$ cat src/rtl/pl_stage_reg_elastic.sv
// ---------------------------------------------------------------------------
// pl_stage_reg_elastic
//
// Elastic inter-stage pipeline register. It carries a generic data bundle and
// a control bundle between two pipeline stages. A 2-entry skid buffer (main
// and skid) means back-pressure never drops or duplicates an instruction. A
// synchronous flush turns every held slot into a bubble.
//
// Handshake (valid/ready): a transfer happens on a rising edge when valid and
// ready are both 1 in the same cycle. A producer holding valid=1 keeps its
// payload stable until the transfer. in_ready depends only on registered
// state, so there is no combinational path from out_ready to in_ready.
//
// Ports:
//   clk        rising-edge clock
//   reset      asynchronous active-low reset
//   in_valid   upstream slot holds a real instruction
//   in_ready   stage can accept this cycle (skid entry empty)
//   in_data    upstream data payload   [DATA_W]
//   in_ctrl    upstream control payload [CTRL_W]
//   out_valid  output slot holds a real instruction (main entry valid)
//   out_ready  downstream accepts this cycle
//   out_data   main entry data
//   out_ctrl   main entry control, forced to 0 while out_valid=0
//   flush      synchronous kill of all held and incoming contents
//   occupancy  number of held entries (0..2), also serves as debug state
// ---------------------------------------------------------------------------
module pl_stage_reg_elastic #(
  parameter int unsigned DATA_W     = 160,
  parameter int unsigned CTRL_W     = 9,
  parameter bit          CLEAR_DATA = 1'b0
) (
  input  logic              clk,
  input  logic              reset,
  input  logic              in_valid,
  output logic              in_ready,
  input  logic [DATA_W-1:0] in_data,
  input  logic [CTRL_W-1:0] in_ctrl,
  output logic              out_valid,
  input  logic              out_ready,
  output logic [DATA_W-1:0] out_data,
  output logic [CTRL_W-1:0] out_ctrl,
  input  logic              flush,
  output logic [1:0]        occupancy
);

  logic              r_main_valid;
  logic [DATA_W-1:0] r_main_data;
  logic [CTRL_W-1:0] r_main_ctrl;
  logic              r_skid_valid;
  logic [DATA_W-1:0] r_skid_data;
  logic [CTRL_W-1:0] r_skid_ctrl;

  logic w_accept;
  logic w_drain;

  assign in_ready  = ~r_skid_valid;
  assign w_accept  = in_valid & in_ready;
  assign w_drain   = r_main_valid & out_ready;

  assign out_valid = r_main_valid;
  assign out_data  = r_main_data;
  // Invalid slots must never present RegWrite/MemWrite downstream.
  assign out_ctrl  = r_main_ctrl & {CTRL_W{r_main_valid}};
  assign occupancy = {1'b0, r_main_valid} + {1'b0, r_skid_valid};

  always_ff @(posedge clk or negedge reset) begin
    if (!reset) begin
      r_main_valid <= 1'b0;
      r_main_data  <= '0;
      r_main_ctrl  <= '0;
      r_skid_valid <= 1'b0;
      r_skid_data  <= '0;
      r_skid_ctrl  <= '0;
    end else if (flush) begin
      // Flush discards held entries plus any same-cycle accept and drain.
      r_main_valid <= 1'b0;
      r_skid_valid <= 1'b0;
      if (CLEAR_DATA) begin
        r_main_data <= '0;
        r_main_ctrl <= '0;
        r_skid_data <= '0;
        r_skid_ctrl <= '0;
      end
    end else if (!r_main_valid) begin
      // Empty stage: the skid is necessarily empty too.
      if (w_accept) begin
        r_main_valid <= 1'b1;
        r_main_data  <= in_data;
        r_main_ctrl  <= in_ctrl;
      end
    end else if (w_drain) begin
      if (r_skid_valid) begin
        // Skid advances into main. in_ready is 0 here, so the accept branch
        // is kept only for completeness of the rule.
        r_main_data <= r_skid_data;
        r_main_ctrl <= r_skid_ctrl;
        if (w_accept) begin
          r_skid_data <= in_data;
          r_skid_ctrl <= in_ctrl;
        end else begin
          r_skid_valid <= 1'b0;
        end
      end else if (w_accept) begin
        r_main_data <= in_data;
        r_main_ctrl <= in_ctrl;
      end else begin
        r_main_valid <= 1'b0;
      end
    end else if (w_accept) begin
      // Main is stalled: park the incoming word in the skid entry.
      r_skid_valid <= 1'b1;
      r_skid_data  <= in_data;
      r_skid_ctrl  <= in_ctrl;
    end
  end

  // The skid only ever fills behind a valid main entry.
  a_skid_behind_main : assert property (
    @(posedge clk) disable iff (!reset) !(r_skid_valid && !r_main_valid)
  );

endmodule

$ cat config.mk
export PLATFORM = sky130hd
export DESIGN_NAME = pl_stage_reg_elastic
export DESIGN_NICKNAME = d
export VERILOG_FILES = /design/src/rtl/pl_stage_reg_elastic.sv
export SDC_FILE = /design/constraint.sdc
export NUM_CORES = 1
export LEC_CHECK = 0
export ABC_AREA = 1
export CORE_MARGIN = 5
export CORE_UTILIZATION = 35
export CTS_CLUSTER_SIZE = 25
export DETAILED_ROUTE_END_ITERATION = 7
export PLACE_DENSITY = 0.67
export SYNTH_ARGS = -nofsm -noshare
export SYNTH_HDL_FRONTEND = slang
export SYNTH_SLANG_ARGS = --single-unit
export TNS_END_PERCENT = 100
$ cat constraint.sdc
create_clock -name clk -period 1.65 [get_ports clk]
set_input_delay 0.4125 -clock clk [delete_from_list [all_inputs] [get_ports clk]]
set_output_delay 0.4125 -clock clk [all_outputs]
set_load 0.02 [all_outputs]
## After elaboration in Yosys (flattened, before gate mapping)

Index checks and enable logic that the tools add are counted.

- Eq/ne operators: 2
- Magnitude comparators: 0
- Bitwise operators: 5
- Div/mod/pow operators: 0
- Shifts and indexed selects: 0
- Add/sub/neg operators: 1
- Muxes and demuxes: 24
- Reductions and logical operators: 5
- Multiply operators: 0

Operators with widths:

| cell | number |
|---|---|
| 2-to-1 mux 160 bit | 7 |
| 2-to-1 mux 9 bit | 7 |
| 2-to-1 mux 1 bit | 10 |
| AND 9 bit | 1 |
| AND reduction 2 bit | 2 |
| AND reduction 3 bit | 1 |
| nonzero test 3 bit | 1 |
| adder 1 x 1 -> 2 bit | 1 |
| AND 1 bit | 2 |
| != test 2 x 1 -> 1 bit (second input constant) | 1 |
| != test 2 bit (second input constant) | 1 |
| inverter 1 bit | 2 |
| nonzero test 2 bit | 1 |

- Memories: 0
- Logic and storage cells: 43
- Output and inout bits: 173
- Bits of input ports: 174
- Bits in writable memories: 0
- Latch bits: 0
- Memory bits (read-only): 0
- Register bits: 340

## Depth between registers and ports, before layout

- Depth after elaboration: 7
- Gate-level depth with buffers: 9
- Depth with buffers taken out: 6

## Least setup slack after synthesis

No wires, ideal clock.

- Path kind: register -> register
- Start point: register r_main_valid, in the netlist out_valid
- End point: register r_main_data[110], in the netlist out_data[110]
- Path buffers: 3
- Arrival time: 1.402 ns
- Clock period less this slack: 1.519 ns
- Setup slack: 0.131 ns
- Cell stages (with the launch flop): 9
- Library setup time: 0.117 ns
- Cells stage by stage: dfrtp_1 -> buf_4 -> nand2_1 -> nand2_1 -> nand2_2 -> buf_2 -> buf_2 -> nand2_1 -> nand2_1

- Word-level cells in the longest chain between the ends: 3
- Elaborated cells on any way between the ends: 4
- Those cells by class: eq/ne (1); mux (1); bitwise (1); reduce/logical (1)

Ends and longest elaborated chain:

| what | line | RTL |
|---|---|---|
| start: declaration | 47 | `logic r_main_valid;` |
| start signal: assignment | 69 | `r_main_valid <= 1'b0;` |
| start signal: assignment | 77 | `r_main_valid <= 1'b0;` |
| start signal: assignment | 88 | `r_main_valid <= 1'b1;` |
| AND 1 bit | 59 | `assign w_drain = r_main_valid & out_ready;` |
| != test 2 x 1 -> 1 bit (no line) | -- |  |
| AND reduction 2 bit (no line) | -- |  |
| end signal: assignment | 89 | `r_main_data <= in_data;` |
| end signal: assignment | 96 | `r_main_data <= r_skid_data;` |
| end signal: assignment | 105 | `r_main_data <= in_data;` |
| end: declaration | 48 | `logic [DATA_W-1:0] r_main_data;` |

Parallel ways exist; a longest one is shown, timed or not.
A chain may end at the register's enable or synchronous reset.

## Final worst setup path

- Start point: register r_main_valid, in the netlist out_valid
- End point: output occupancy[0]

- Word-level cells in the longest chain between the ends: 1

Ends and longest elaborated chain:

| what | line | RTL |
|---|---|---|
| adder 1 x 1 -> 2 bit | 65 | `assign occupancy = {1'b0, r_main_valid} + {1'b0, r_skid_valid};` |
| end: declaration | 44 | `output logic [1:0] occupancy` |

Every way passes these cells.

==> results by group <==
Placed design
  • Port Buf Inserts: 346
  • Final GP Congestion: approximately 0.84
  • Post-Place Cell Area: 20000 sq um
  • HPWL after DPL: 32740 microns

Job
  • Max-Cap Viols: 0

Logic synthesis
  • Mapped Nets: 2201
  • YS warnings: 0
  • #FFs+latches synth: 340
  • Post-Syn Instances: 2026
  • Mapped cell area: ~15000 sq um
  • Synthesized area per cell: between 7 and 8 sq um
  • Sequential area share after synthesis: 55.86%
  • Count of distinct cell types in the synthesized netlist: 15

Critical path
  • Arrival time at the worst endpoint: 1.43 ns
  • Crit path to: occupancy[0]
  • Setup crit start kind: register
  • Worst setup path startpoint: out_valid$_DFF_PN0_
  • FF-to-FF path depth: 10
  • Crit Path Category: reg2out
  • CP required: between 1 and 1.5 ns
  • Worst r2r src: r_skid_valid$_DFFE_PN0P_
  • CP Capture Type: output port
  • Endpoint of the lowest-slack register-to-register path: r_skid_data[77]$_DFFE_PN0P_
  • R2r setup slk: about 0.020 ns
  • CP max FO: 5

Pwr
  • LEAKAGE: 11.76 nW
  • Internal: around 0.017 W
  • Comb pwr share: around 22%
  • Worst vdd ir: around 0.7 mV
  • Total power: between 0.02 and 0.03 W
  • Sw Ratio: a little under a third
  • Net Switching: 0.007674 W
  • Power Dens Cells: between 1000 and 1500 nW/um^2
  • Clk pwr share: between 30 and 40%
  • Sequential Power Share: around 44%

Clock tree
  • Clk_lat worst skew: approximately 0.54 ns
  • CTS Buf Count: 40
  • CTS Root Cell: clkbuf_16
  • Worst-path clk slew: 0.06 ns
  • CTS H-tree depth: 2
  • Clock tree from TritonCTS: done
  • CTS Buffer Depth: 3
  • CTS sink cnt: 340

Layout
  • Final non-filler cell area: 22050 sq um
  • Final Util: between 50% and 60%
  • Synthesis-to-layout area growth: 44.73%
  • Fin nets: 2594
  • Share of layout cells above drive strength 1: around 16%
  • Fill cells: around 4000

Drt
  • DR WL/cell: approximately 17 microns
  • Initial drt markers: 1221
  • Via Count: between 10000 and 15000
  • Number of routed nets with antenna violations: 0
  • Pre-antenna DRT Iters: 5
  • Vias per inst: between 4 and 5
  • DRC Markers: 0
  • Total Routed Length: a little over 50000 microns

STA
  • Post-layout minimum cycle time: roughly 1.8 ns
  • Relative slew slack: roughly 76%
  • Worst Tran Pin Value: approximately 0.36 ns
  • Clock Skew: 0.01263 ns
  • Final worst path period share: 111.8%
  • Slew Limit Fails: 0
  • Worst Setup Slack, final: -0.1939 ns
  • Final hold vios: 0
  • TNS Setup: -1.660 ns
  • Achievable Freq: roughly 0.54 GHz
  • Final hold slack: ~0.38 ns
  • Final setup viols: 13
  • Setup repair after global routing missed its margin: true

Floorplanning
  • Row Count: 76
  • # IOs: approximately 350
  • CORE AREA: around 43000 sq um
  • Die Y: approximately 220 microns
  • Die ar.: 47790 sq um
  • Initial Util: 35.36%
  • Die span in x: around 220 microns

Outcome
  • Status: finished with violations
  • Failing checks: negative setup slack

Global route
  • First-pass GRT wire length: 77730 microns
  • Initial antenna violation count: 4
  • Number of global-route vias before repair: 14190
  • Total global-route track usage: between 20 and 25%
  • Grt ovf: 0
  • Largest net degree at the start of global routing: 68

Worst hold path
  • Type of the most critical hold path: in2async
## synth_stat cells, drive strengths merged
cell type / n / area [sq um]
dfrtp: 340 / 8508
buf: 92 / 490.5
nand3: 169 / 845.8
nor2: 4 / 30.03
a21oi: 2 / 13.76
clkbuf: 35 / 131.4
nand2: 1367 / 5136
ha: 1 / 12.51
o211ai: 1 / 7.510
inv: 15 / 56.30
## layout by cell type, fill, tap and decap left out, drive strengths merged, types with 2 or more instances in the layout
cell type and instances:
nand2 1371, clkdlybuf4s15 110, buf 163, nor2 4, dfrtp 340, clkdlybuf4s50 172, diode 4, clkinv 14
inv 15, nand3 169, clkinvlp 2, a21oi 2, clkbuf 83
## worst max-delay path, cell delays in order (launching register included)
cell and delay (ns):
dfrtp_2 0.45, ha_1 0.29, buf_2 0.16
## per-stage QoR
stage | setup WS [ns] | cells
floorplan | 0.1314 | 2026
global placement | -0.3136 | 2922
detailed placement | -0.3378 | 2922
CTS | -0.2309 | 3006
global route | -0.2588 | 3037
finish | -0.1939 | 3038
## power by group through the flow
stage	Sequential, W	Clock [W]	Combinational [W]
6_report	0.0110	0.00849	0.00551
3_5_place_dp	0.0111	0	0.00567
4_1_cts	0.0110	0.00869	0.00548
3_3_place_gp	0.0111	0	0.00554
5_1_grt	0.0112	0.00904	0.00609
2_1_floorplan	0.0117	0	0.00192
## logic make-up after synthesis
kind of cell	share of synthesized area, %
buf+inv	4.452
fa+ha+maj	0.08213
compound gates	0.1396
simple gates	39.47
flops	55.86
## worst min-delay path by stage
| stage | endpoint | slack, ns |
|---|---|---|
| 3_5_place_dp | r_skid_data[87]$_DFFE_PN0P_ | 0.32 |
| 3_3_place_gp | r_skid_data[87]$_DFFE_PN0P_ | 0.33 |
| 6_report | out_data[102]$_DFFE_PN0P_ | 0.38 |
| 2_1_floorplan | out_data[0]$_DFFE_PN0P_ | 0.12 |
| 5_1_grt | out_data[102]$_DFFE_PN0P_ | 0.41 |
| 4_1_cts | r_skid_data[87]$_DFFE_PN0P_ | 0.35 |
## flip-flops by register name (all words and copies together), names as in the netlist
register and cells:
out_data 160, r_skid_data 160, r_main_ctrl 9, r_skid_ctrl 9, out_valid 1, r_skid_valid 1
## final cells by class
class / count / area, sq um / area share (%)
multi-input cells: 1548 / 6193 / 28.09
repair inverters: 1 / 8.758 / 0.03973
clock buffers: 56 / 1142 / 5.182
flip-flops and latches: 340 / 8509 / 38.60
clock inverters: 16 / 117.6 / 0.5335
inverters: 15 / 71.32 / 0.3235
diodes: 4 / 10.01 / 0.04540
well taps: 585 / 732.0 / 3.320
repair buffers: 473 / 5261 / 23.86
## per-layer routing
layer / vias to the layer above / global-route usage [%] / wire [microns]
li1: 6992 / - / -
met1: 6935 / 27.66 / 22720
met2: 512 / 31.55 / 23880
met3: 87 / 4.654 / 3610
met4: 4 / 6.531 / 1292
met5: - / 0 / 27
## repair_timing
action | CTS | global route
endpoints found under the setup margin | 355 | 287
cloned | 5 | 18
hold buffers | 1 | 0
endpoints found under the hold margin | 20 | 0
buffers inserted | 6 | 11
resized for setup | 559 | 73
pin swaps | 4 | 3
Power figures use the tool's default switching activity.
